**config.mk**
```make
export PLATFORM = sky130hd
export DESIGN_NAME = running_subtractor
export DESIGN_NICKNAME = d
export VERILOG_FILES = /design/src/rtl/running_subtractor.sv
export SDC_FILE = /design/constraint.sdc
export NUM_CORES = 1
export LEC_CHECK = 0
export ABC_AREA = 0
export CAP_MARGIN = 5
export CORE_ASPECT_RATIO = 1.2
export CORE_MARGIN = 3
export CORE_UTILIZATION = 42
export CTS_CLUSTER_DIAMETER = 200
export CTS_CLUSTER_SIZE = 16
export DETAILED_ROUTE_END_ITERATION = 6
export HOLD_SLACK_MARGIN = 0.1
export PLACE_DENSITY = 0.79
export SYNTH_ARGS = -nofsm -noshare
export SYNTH_HDL_FRONTEND = slang
export SYNTH_SLANG_ARGS = --single-unit
```
**constraint.sdc**
```tcl
create_clock -name clk -period 2.35 [get_ports clk]
set_clock_uncertainty 0.1 [all_clocks]
set_input_delay 0.3525 -clock clk [delete_from_list [all_inputs] [get_ports clk]]
set_output_delay 0.3525 -clock clk [all_outputs]
set_load 0.02 [all_outputs]
```
**src/rtl/running_subtractor.sv**
```systemverilog
// Running subtractor: loads a starting value, then subtracts a stream of unsigned
// operands. On the first borrow the value saturates to zero and the block halts until reloaded.
module running_subtractor #(
    parameter int OP_WIDTH  = 8,
    parameter int ACC_WIDTH = 16
) (
    input  logic                 clk,
    input  logic                 reset,
    input  logic                 load,
    input  logic [ACC_WIDTH-1:0] load_value,
    input  logic                 op_valid,
    input  logic [OP_WIDTH-1:0]  new_operand,
    output logic                 op_ready,
    output logic [ACC_WIDTH-1:0] current_value,
    output logic                 underflow,
    output logic                 zero,
    output logic [7:0]           op_count
);

    typedef enum logic [1:0] {
        EMPTY,
        ACTIVE,
        HALTED
    } state_t;

    state_t             state;
    logic               accept;
    logic [ACC_WIDTH:0] diff;

    assign op_ready = (state == ACTIVE) && !load;
    assign accept   = op_valid && op_ready;
    assign zero     = (state == ACTIVE) && (current_value == '0);

    // The extra top bit of diff is the borrow out of the subtraction.
    assign diff = {1'b0, current_value} - {{(ACC_WIDTH + 1 - OP_WIDTH){1'b0}}, new_operand};

    always_ff @(posedge clk) begin
        if (reset) begin
            state         <= EMPTY;
            current_value <= '0;
            underflow     <= 1'b0;
            op_count      <= '0;
        end else if (load) begin
            state         <= ACTIVE;
            current_value <= load_value;
            underflow     <= 1'b0;
            op_count      <= '0;
        end else if (accept) begin
            if (op_count != 8'hff) begin
                op_count <= op_count + 8'd1;
            end
            if (diff[ACC_WIDTH]) begin
                current_value <= '0;
                underflow     <= 1'b1;
                state         <= HALTED;
            end else begin
                current_value <= diff[ACC_WIDTH-1:0];
            end
        end
    end

endmodule

```
* After elaboration in Yosys (flattened, before gate mapping)
Cells that the tools add are included.
** Operators by class
- Add/sub/neg operators :: 2
- Muxes and demuxes :: 6
- Equal/unequal tests :: 2
- Reductions and logical operators :: 11
** Operators by type and width (number)
- 2-to-1 mux 16 bit :: 3
- subtractor 16 x 8 -> 17 bit :: 1
- zero test 16 bit :: 1
- adder 8 x 1 -> 8 bit, second input constant :: 1
- != test 8 bit, second input constant :: 1
- AND reduction 2 bit :: 3
- nonzero test 2 bit :: 2
- logical AND 1 bit :: 3
- 2-to-1 mux 1 bit :: 3
- == test 2 x 1 -> 1 bit, second input constant :: 1
- OR reduction 2 bit :: 1
- zero test 1 bit :: 1
** Storage, ports and cells
- Logic and storage cells :: 25
- Output and inout bits :: 27
- Bits in registers :: 26
- Input bits :: 28

* Depth between registers and ports, before layout
Gate-level depths: netlist of run 1.
- Depth after elaboration :: 5
- Mapped depth :: 10
- Mapped depth without buffers :: 9

* Worst setup path before layout of run 1
OpenSTA, ideal clock, no wires.
- Path type :: flip-flop to flip-flop
- From :: register current_value[0]
- To :: register current_value[13]
- Data required time :: 2.176 ns
- Period minus slack after synthesis :: 2.561 ns
- Stages on the path, launching flop included :: 11
- Library setup time :: 0.074 ns
- Path buffers :: 1
- Slack :: -0.211 ns
- Arrival time :: 2.387 ns
- Path through :: dfxtp_1 inv_1 ha_1 fa_1 nand2b_1 a21o_1 a21o_1 a21oi_1 clkbuf_1 nand3_1 a31oi_1
** On the way
- Cells in the longest elaborated chain, start to end :: 4
** RTL lines
- from (decl) :: line 14 : output logic [ACC_WIDTH-1:0] current_value,
- from (signal assigned) :: line 45 : current_value <= load_value;
- from (signal assigned) :: line 57 : current_value <= diff[ACC_WIDTH-1:0];
- subtractor 16 x 8 -> 17 bit :: line 35 : assign diff = {1'b0, current_value} - {{(ACC_WIDTH + 1 - OP_WIDTH){1'b0}}, new_operand};
- 2-to-1 mux 16 bit :: line 52 : if (diff[ACC_WIDTH]) begin
- 2-to-1 mux 16 bit :: line 48 : end else if (accept) begin
- 2-to-1 mux 16 bit :: line 43 : end else if (load) begin
No other way between the ends. The select of a mux whose other input is x is not followed.
A chain may end at the register's enable or synchronous reset.

* Final worst setup path of run 1
- From :: input port new_operand[4]
- To :: register current_value[13]
** On the way
- Cells in the longest elaborated chain, start to end :: 4
** RTL lines
- from (decl) :: line 12 : input logic [OP_WIDTH-1:0] new_operand,
- subtractor 16 x 8 -> 17 bit :: line 35
- 2-to-1 mux 16 bit :: line 52
- 2-to-1 mux 16 bit :: line 48
- 2-to-1 mux 16 bit :: line 43
No other way between the ends. The select of a mux whose other input is x is not followed.

==> key figures, run 1 <==
Detailed routing
  • TritonRoute pass-1 iters: 4
  • DRC viols: 0
  • ANT nets after route: 0
  • Vias per cell: 5.49
  • Detailed Route Iter0 Violations: 78
  • Vias: 2,027
  • Wire per inst: 15.5 microns
  • Routed wire length: 5710 microns

Placed design
  • Post-placement cell area: 2590 sq um
  • DP Cell Count: 361
  • Pre-CTS setup slack: -0.381 ns
  • GPL Wtd Cong: 0.852
  • # port buffers: 54
  • HPWL after detailed placement: 3930 microns

Pwr
  • Sw Pwr: 404 uW
  • Internal: 880 uW
  • Pwr dens: 456 nW/um^2
  • Comb pwr share: 38.7%
  • Clock power frac: 23.5%
  • Register share of total power: 37.8%
  • Sw Share: 31.4%
  • VDD IR max: 0.392 mV
  • Leakage Power: 1.15 nW

Logic synthesis
  • Top cell type by total area after synthesis: dfxtp_1
  • Post-synth EDFFs: 0
  • Mapped Cells: 226
  • Share of the synthesized area in the top cell type: 30.3%
  • Async set-reset flop share out of synthesis: 0%
  • Register area share after synthesis: 30.3%
  • Yosys warns: 0
  • Synth Register Bits: 26
  • Most used DFF post-synth: dfxtp_1
  • Synth Area per Inst: 7.60 sq um
  • Cell variety after synth: 46
  • Top cells by area, synth: dfxtp_1 30%, nor2_1 7.4%, ha_1 7.3%
  • Post-Syn Nets: 265
  • Cell area after synthesis: 1720 sq um

Setup path
  • Reg2Reg Depth: 9
  • Crit path kind: in -> reg
  • Crit path launch type: primary input
  • Worst Path Required: 2.46 ns
  • Worst setup EP type: register
  • Worst Path Arrival: 2.49 ns
  • CP Max Fanout: 2

Finish
  • Post-layout util: 74.4%
  • Most common cell after layout, fill and taps aside: clkdlybuf4s50_1
  • Fillcell total: 290
  • # diodes: 0
  • Design area: 2810 sq um
  • Layout cell share with drive strength beyond 1: 23.7%
  • Commonest non-fill, non-tap cells in the layout: 51 x clkdlybuf4s50_1, 42 x buf_4, 33 x nor2_1
  • Synth-to-Final Area Change: 63.8%
  • Cell Count, Final, Fillers Out: 369
  • Fin nets: 357

Timing
  • Final setup vio count: 1
  • Hold slack: 0.401 ns
  • FMAX: 0.421 GHz
  • Min cycle time layout: 2.37 ns
  • Tcrit/Tclk final: 101%
  • Final Max Slew Viols: 0
  • Slew margin rel.: 70.1%
  • Count of final hold-check violations: 0
  • Final Worst Setup Slack: -0.0244 ns
  • Worst Max-Slew Pin Slew: 0.446 ns
  • Setup repair after global routing missed its margin: true

Clock network
  • Buffer depth of the longest clock path: 2
  • CTS sink cnt: 26
  • CTS tree: done
  • Clock transition at path regs: 0.09 ns
  • CTS Buf Count: 3
  • # H-tree levels: 1
  • Clk_lat worst skew: 0.28 ns
  • Root Buffer: clkbuf_8

Hold path
  • Hold Crit Class: reg -> reg
  • Hold depth: 2

Global routing
  • Largest net degree at the start of global routing: 35
  • All-Layer GR Usage: 23.1%
  • First-pass GRT wire length: 9240 microns
  • Vias in the first global route: 2,053
  • Initial antenna violation count: 0
  • Total grt overflow: 0

Floorplan
  • Initial Util: 45.4%
  • Die Y: 76.1 microns
  • Die footprint: 4900 sq um
  • Std-Cell Core Area: 3780 sq um
  • FP Rows: 24
  • # IOs: 55
  • Die width: 64.4 microns

Run status
  • Status: complete, but fails checks
  • Failing checks: setup timing

Flow run
  • Max-cap violations: 0
Yosys cell counts, types with 2 or more instances:
master,count
a21o_1,4
nor3_1,12
and3_1,2
a211oi_1,2
xnor2_1,7
nor2b_1,3
a21oi_1,18
o21a_1,2
nor4_1,5
a221oi_1,6
o21ai_0,7
nor3b_1,3
ha_1,10
inv_1,15
xor2_1,4
nand3_1,5
dfxtp_1,26
nand2_1,19
a31oi_1,4
o31a_1,3
or2_2,2
clkbuf_1,8
nor2_1,34
nand2b_1,3
per-layer routing:
layer	wire length, microns	up-vias	share of wire, %	global-route usage [%]
met5	0	-	0	0
met4	161	0	2.8	8.67
met3	235	15	4.1	3.10
met2	2990	63	52	41.6
met1	2320	964	41	27.1
li1	-	985	-	-
state kept, by name, summed over array words and instances, names as in the netlist:
name / count
state: 2
current_value: 16
op_count: 8
cells by family (layout without fill, tap and decap cells):
| kind of cell | after synthesis | in the layout | share of synthesized area (%) |
|---|---|---|---|
| AOI/OAI and AO/OA | 57 | 57 | 22.2 |
| xor gates and xnor gates | 11 | 11 | 5.61 |
| adders and majority gates | 11 | 11 | 8.45 |
| buffers and inverters | 25 | 116 | 5.53 |
| DFF | 26 | 26 | 30.3 |
| muxes | 1 | 1 | 0.583 |
| and+or+nand+nor | 95 | 95 | 27.3 |
stage by stage:
step           power (mW)   TNS, ns
2_1_floorplan       0.709         0
3_3_place_gp        0.913     -4.06
3_5_place_dp        0.920     -5.05
4_1_cts              1.24  -0.00539
5_1_grt              1.35    -0.605
6_report             1.28   -0.0244
what timing repair did:
action                                  in CTS  in global routing
gates resized for setup                     17                 18
setup buffers                                1                  3
pin swaps                                    2                  5
hold buffers                                 0                  0
endpoints found under the setup margin      10                 16
power groups by stage:
stage,logic [mW],registers (mW),clock network (mW)
2_1_floorplan,0.194,0.515,0
3_3_place_gp,0.423,0.490,0
3_5_place_dp,0.429,0.491,0
4_1_cts,0.449,0.483,0.307
5_1_grt,0.540,0.488,0.321
6_report,0.497,0.485,0.302
final cells by class:
class                           instances  area [sq um]  share of cell area [%]
Clock buffer                            4          55.1                    1.96
Tap cell                               52          65.1                    2.31
Timing Repair Buffer                   97           866                    30.8
Multi-Input combinational cell        175          1240                    44.2
Inverter                               15          56.3                    2.00
Sequential cell                        26           527                    18.7
worst max-delay path: stages:
cell	delay, ns
clkdlybuf4s50_1	0.46
inv_1	0.04
ha_1	0.28
buf_4	0.11
o211ai_1	0.12
a21o_1	0.20
a21o_1	0.19
a21oi_2	0.18
or3b_1	0.38
a31oi_1	0.16
final timing paths:
path | startpoint | end | slack (ns)
worst min-delay path | state[1] | state[1] | 0.40
worst max register to register | current_value[0] | current_value[13] | 0
worst max-delay path | new_operand[4] | current_value[13] | -0.02
worst min register to register | state[1] | state[1] | 0.40
Power figures use the tool's default switching activity.
==> inputs of run 2 (changes only) <==
Settings changed: ABC_CLOCK_PERIOD_IN_PS set to 2350.
==> results of run 2 <==
Same layout as run 1: the final DEF is identical, and so are final timing and power.
==> inputs of run 3 (changes only) <==
Settings changed: CORE_UTILIZATION 42 to 40, PLACE_DENSITY 0.79 to 0.76.
==> run 3 against run 2 <==
Net effect: flip-flop and latch count unchanged; total power up 0.78%; core utilization down 5.4 points; wire length down 8.3%; largest cell class unchanged; critical path depth down 3; clock power up 12%; hold slack better by 0.028 ns; cell count up 0.27%; the flow now finishes without violations; die area up 4.6%.
==> key figures, run 3 (synthesis gave the netlist of run 1 again) <==
Placed design
  • GPL Wtd Cong: 0.949 (was 0.852)
  • # port buffers: 54 (unchanged)
  • Post-placement cell area: 2600 sq um (was 2590 sq um)
  • DP Cell Count: 364 (was 361)
  • HPWL after detailed placement: 3880 microns (was 3930 microns)
  • Pre-CTS setup slack: -0.431 ns (was -0.381 ns)

Finish
  • Max reg flops: 16 (unchanged)
  • Cell Count, Final, Fillers Out: 370 (was 369)
  • Commonest non-fill, non-tap cells in the layout: 51 x clkdlybuf4s50_1, 41 x buf_4, 34 x nor2_1 (was 51 x clkdlybuf4s50_1, 42 x buf_4, 33 x nor2_1)
  • Largest register by flop count: current_value (unchanged)
  • Layout cell share with drive strength beyond 1: 22.5% (was 23.7%)
  • Most common cell after layout, fill and taps aside: clkdlybuf4s50_1 (unchanged)
  • Design area: 2780 sq um (was 2810 sq um)
  • Synth-to-Final Area Change: 61.9% (was 63.8%)
  • Fin nets: 356 (was 357)
  • # diodes: 0 (unchanged)
  • Largest registers: current_value x16, op_count x8, state x2 (unchanged)

Global routing
  • Vias in the first global route: 1,914 (was 2,053)
  • Initial antenna violation count: 0 (unchanged)
  • First-pass GRT wire length: 8510 microns (was 9240 microns)
  • All-Layer GR Usage: 20.7% (was 23.1%)
  • Total grt overflow: 0 (unchanged)
  • Largest net degree at the start of global routing: 35 (unchanged)

Timing
  • Setup repair after global routing missed its margin: true (unchanged)
  • Final Worst Setup Slack: 0.0469 ns (was -0.0244 ns)
  • Final Max Slew Viols: 0 (unchanged)
  • Worst Max-Slew Pin Slew: 0.384 ns (was 0.446 ns)
  • Slew margin rel.: 74.2% (was 70.1%)
  • Count of final hold-check violations: 0 (unchanged)
  • FMAX: 0.434 GHz (was 0.421 GHz)
  • Final setup vio count: 0 (was 1)
  • Tcrit/Tclk final: 98.0% (was 101%)
  • Min cycle time layout: 2.30 ns (was 2.37 ns)
  • Final setup TNS: 0 ns (was -0.0244 ns)
  • Hold slack: 0.429 ns (was 0.401 ns)

Pwr
  • Pwr dens: 465 nW/um^2 (was 456 nW/um^2)
  • Leakage Power: 1.14 nW (was 1.15 nW)
  • VDD IR max: 0.275 mV (was 0.392 mV)

Clock network
  • CTS Buf Count: 3 (unchanged)
  • Root Buffer: clkbuf_8 (unchanged)
  • # H-tree levels: 1 (unchanged)
  • CTS sink cnt: 26 (unchanged)
  • CTS tree: done (unchanged)
  • Clock transition at path regs: 0.10 ns (was 0.09 ns)
  • Buffer depth of the longest clock path: 2 (unchanged)
  • Clk_lat worst skew: 0.27 ns (was 0.28 ns)

Hold path
  • Hold Crit Class: reg -> reg (unchanged)

Detailed routing
  • TritonRoute pass-1 iters: 4 (unchanged)
  • Vias: 1,996 (was 2,027)
  • Wire per inst: 14.2 microns (was 15.5 microns)
  • DRC viols: 0 (unchanged)
  • Detailed Route Iter0 Violations: 102 (was 78)
  • Routed wire length: 5240 microns (was 5710 microns)
  • Vias per cell: 5.39 (was 5.49)
  • ANT nets after route: 0 (unchanged)

Setup path
  • Worst reg2reg setup slack: 0.05 ns (was 0 ns)
  • CP Max Fanout: 4 (was 2)
  • Worst Path Arrival: 2.41 ns (was 2.49 ns)
  • Worst setup EP type: register (unchanged)
  • Worst Path Required: 2.45 ns (was 2.46 ns)
  • Crit path kind: reg -> reg (was in -> reg)
  • Crit path launch type: register (was primary input)

Floorplan
  • FP Rows: 25 (was 24)
  • Die Y: 77.8 microns (was 76.1 microns)
  • Initial Util: 42.6% (was 45.4%)
  • Die width: 65.8 microns (was 64.4 microns)
  • # IOs: 55 (unchanged)
  • Die footprint: 5120 sq um (was 4900 sq um)
  • Std-Cell Core Area: 4040 sq um (was 3780 sq um)

Flow run
  • Max-cap violations: 0 (unchanged)

Run status
  • Status: completed (was complete, but fails checks)
-- run 3: where the power goes --
group          internal (mW)  total [mW]  switching, mW
Clock                  0.185       0.338          0.152
Combinational          0.257       0.472          0.215
Sequential             0.461       0.484         0.0232
Total                  0.904        1.29          0.390
-- run 3: final cells by class --
cell class / count / area, sq um
Sequential cell: 26 / 527
Tap cell: 54 / 67.6
Fill cell: 329 / 1250
Clock buffer: 4 / 66.3
Timing Repair Buffer: 96 / 858
Inverter: 15 / 56.3
Multi-Input combinational cell: 175 / 1210
-- run 3: timing repair --
item                       4_1_cts  5_1_grt
setup endpoints to repair       11       13
hold endpoints to repair         0        0
gates resized for setup         14       15
hold buffers                     0        0
pin swaps                        2        6
buffers inserted                 1        1
-- run 3: path summary, 6_finish.rpt --
path | start | to | cells past startpoint
setup / recovery | current_value[10] | current_value[13] | 7
hold / removal | state[1] | state[1] | 2
setup reg to reg | current_value[10] | current_value[13] | 7
hold reg to reg | state[1] | state[1] | 2
-- run 3: metrics by stage --
stage               power (mW)  utilization, %
finish                    1.29            68.9
global placement         0.915            64.5
global route              1.36            68.9
detailed placement       0.921            64.5
floorplan                0.709               -
CTS                       1.27            67.0
-- run 3: critical path: stages, from the launching register on --
cell and delay [ns]:
dfxtp_2 0.33, or3_4 0.41, buf_6 0.14, or4_4 0.42
a21oi_2 0.11, a21bo_1 0.21, or3b_1 0.34, a31oi_1 0.18
-- run 3: metal layers --
| metal | part of all wire, % | GRT usage, % | wire (microns) | vias to the layer above |
|---|---|---|---|---|
| met2 | 50 | 36.3 | 2620 | 71 |
| met1 | 42 | 25.2 | 2200 | 931 |
| met3 | 6.8 | 4.63 | 355 | 8 |
| met4 | 1.2 | 4.36 | 65 | 0 |
| met5 | 0 | 0 | 0 | - |
| li1 | - | - | - | 986 |
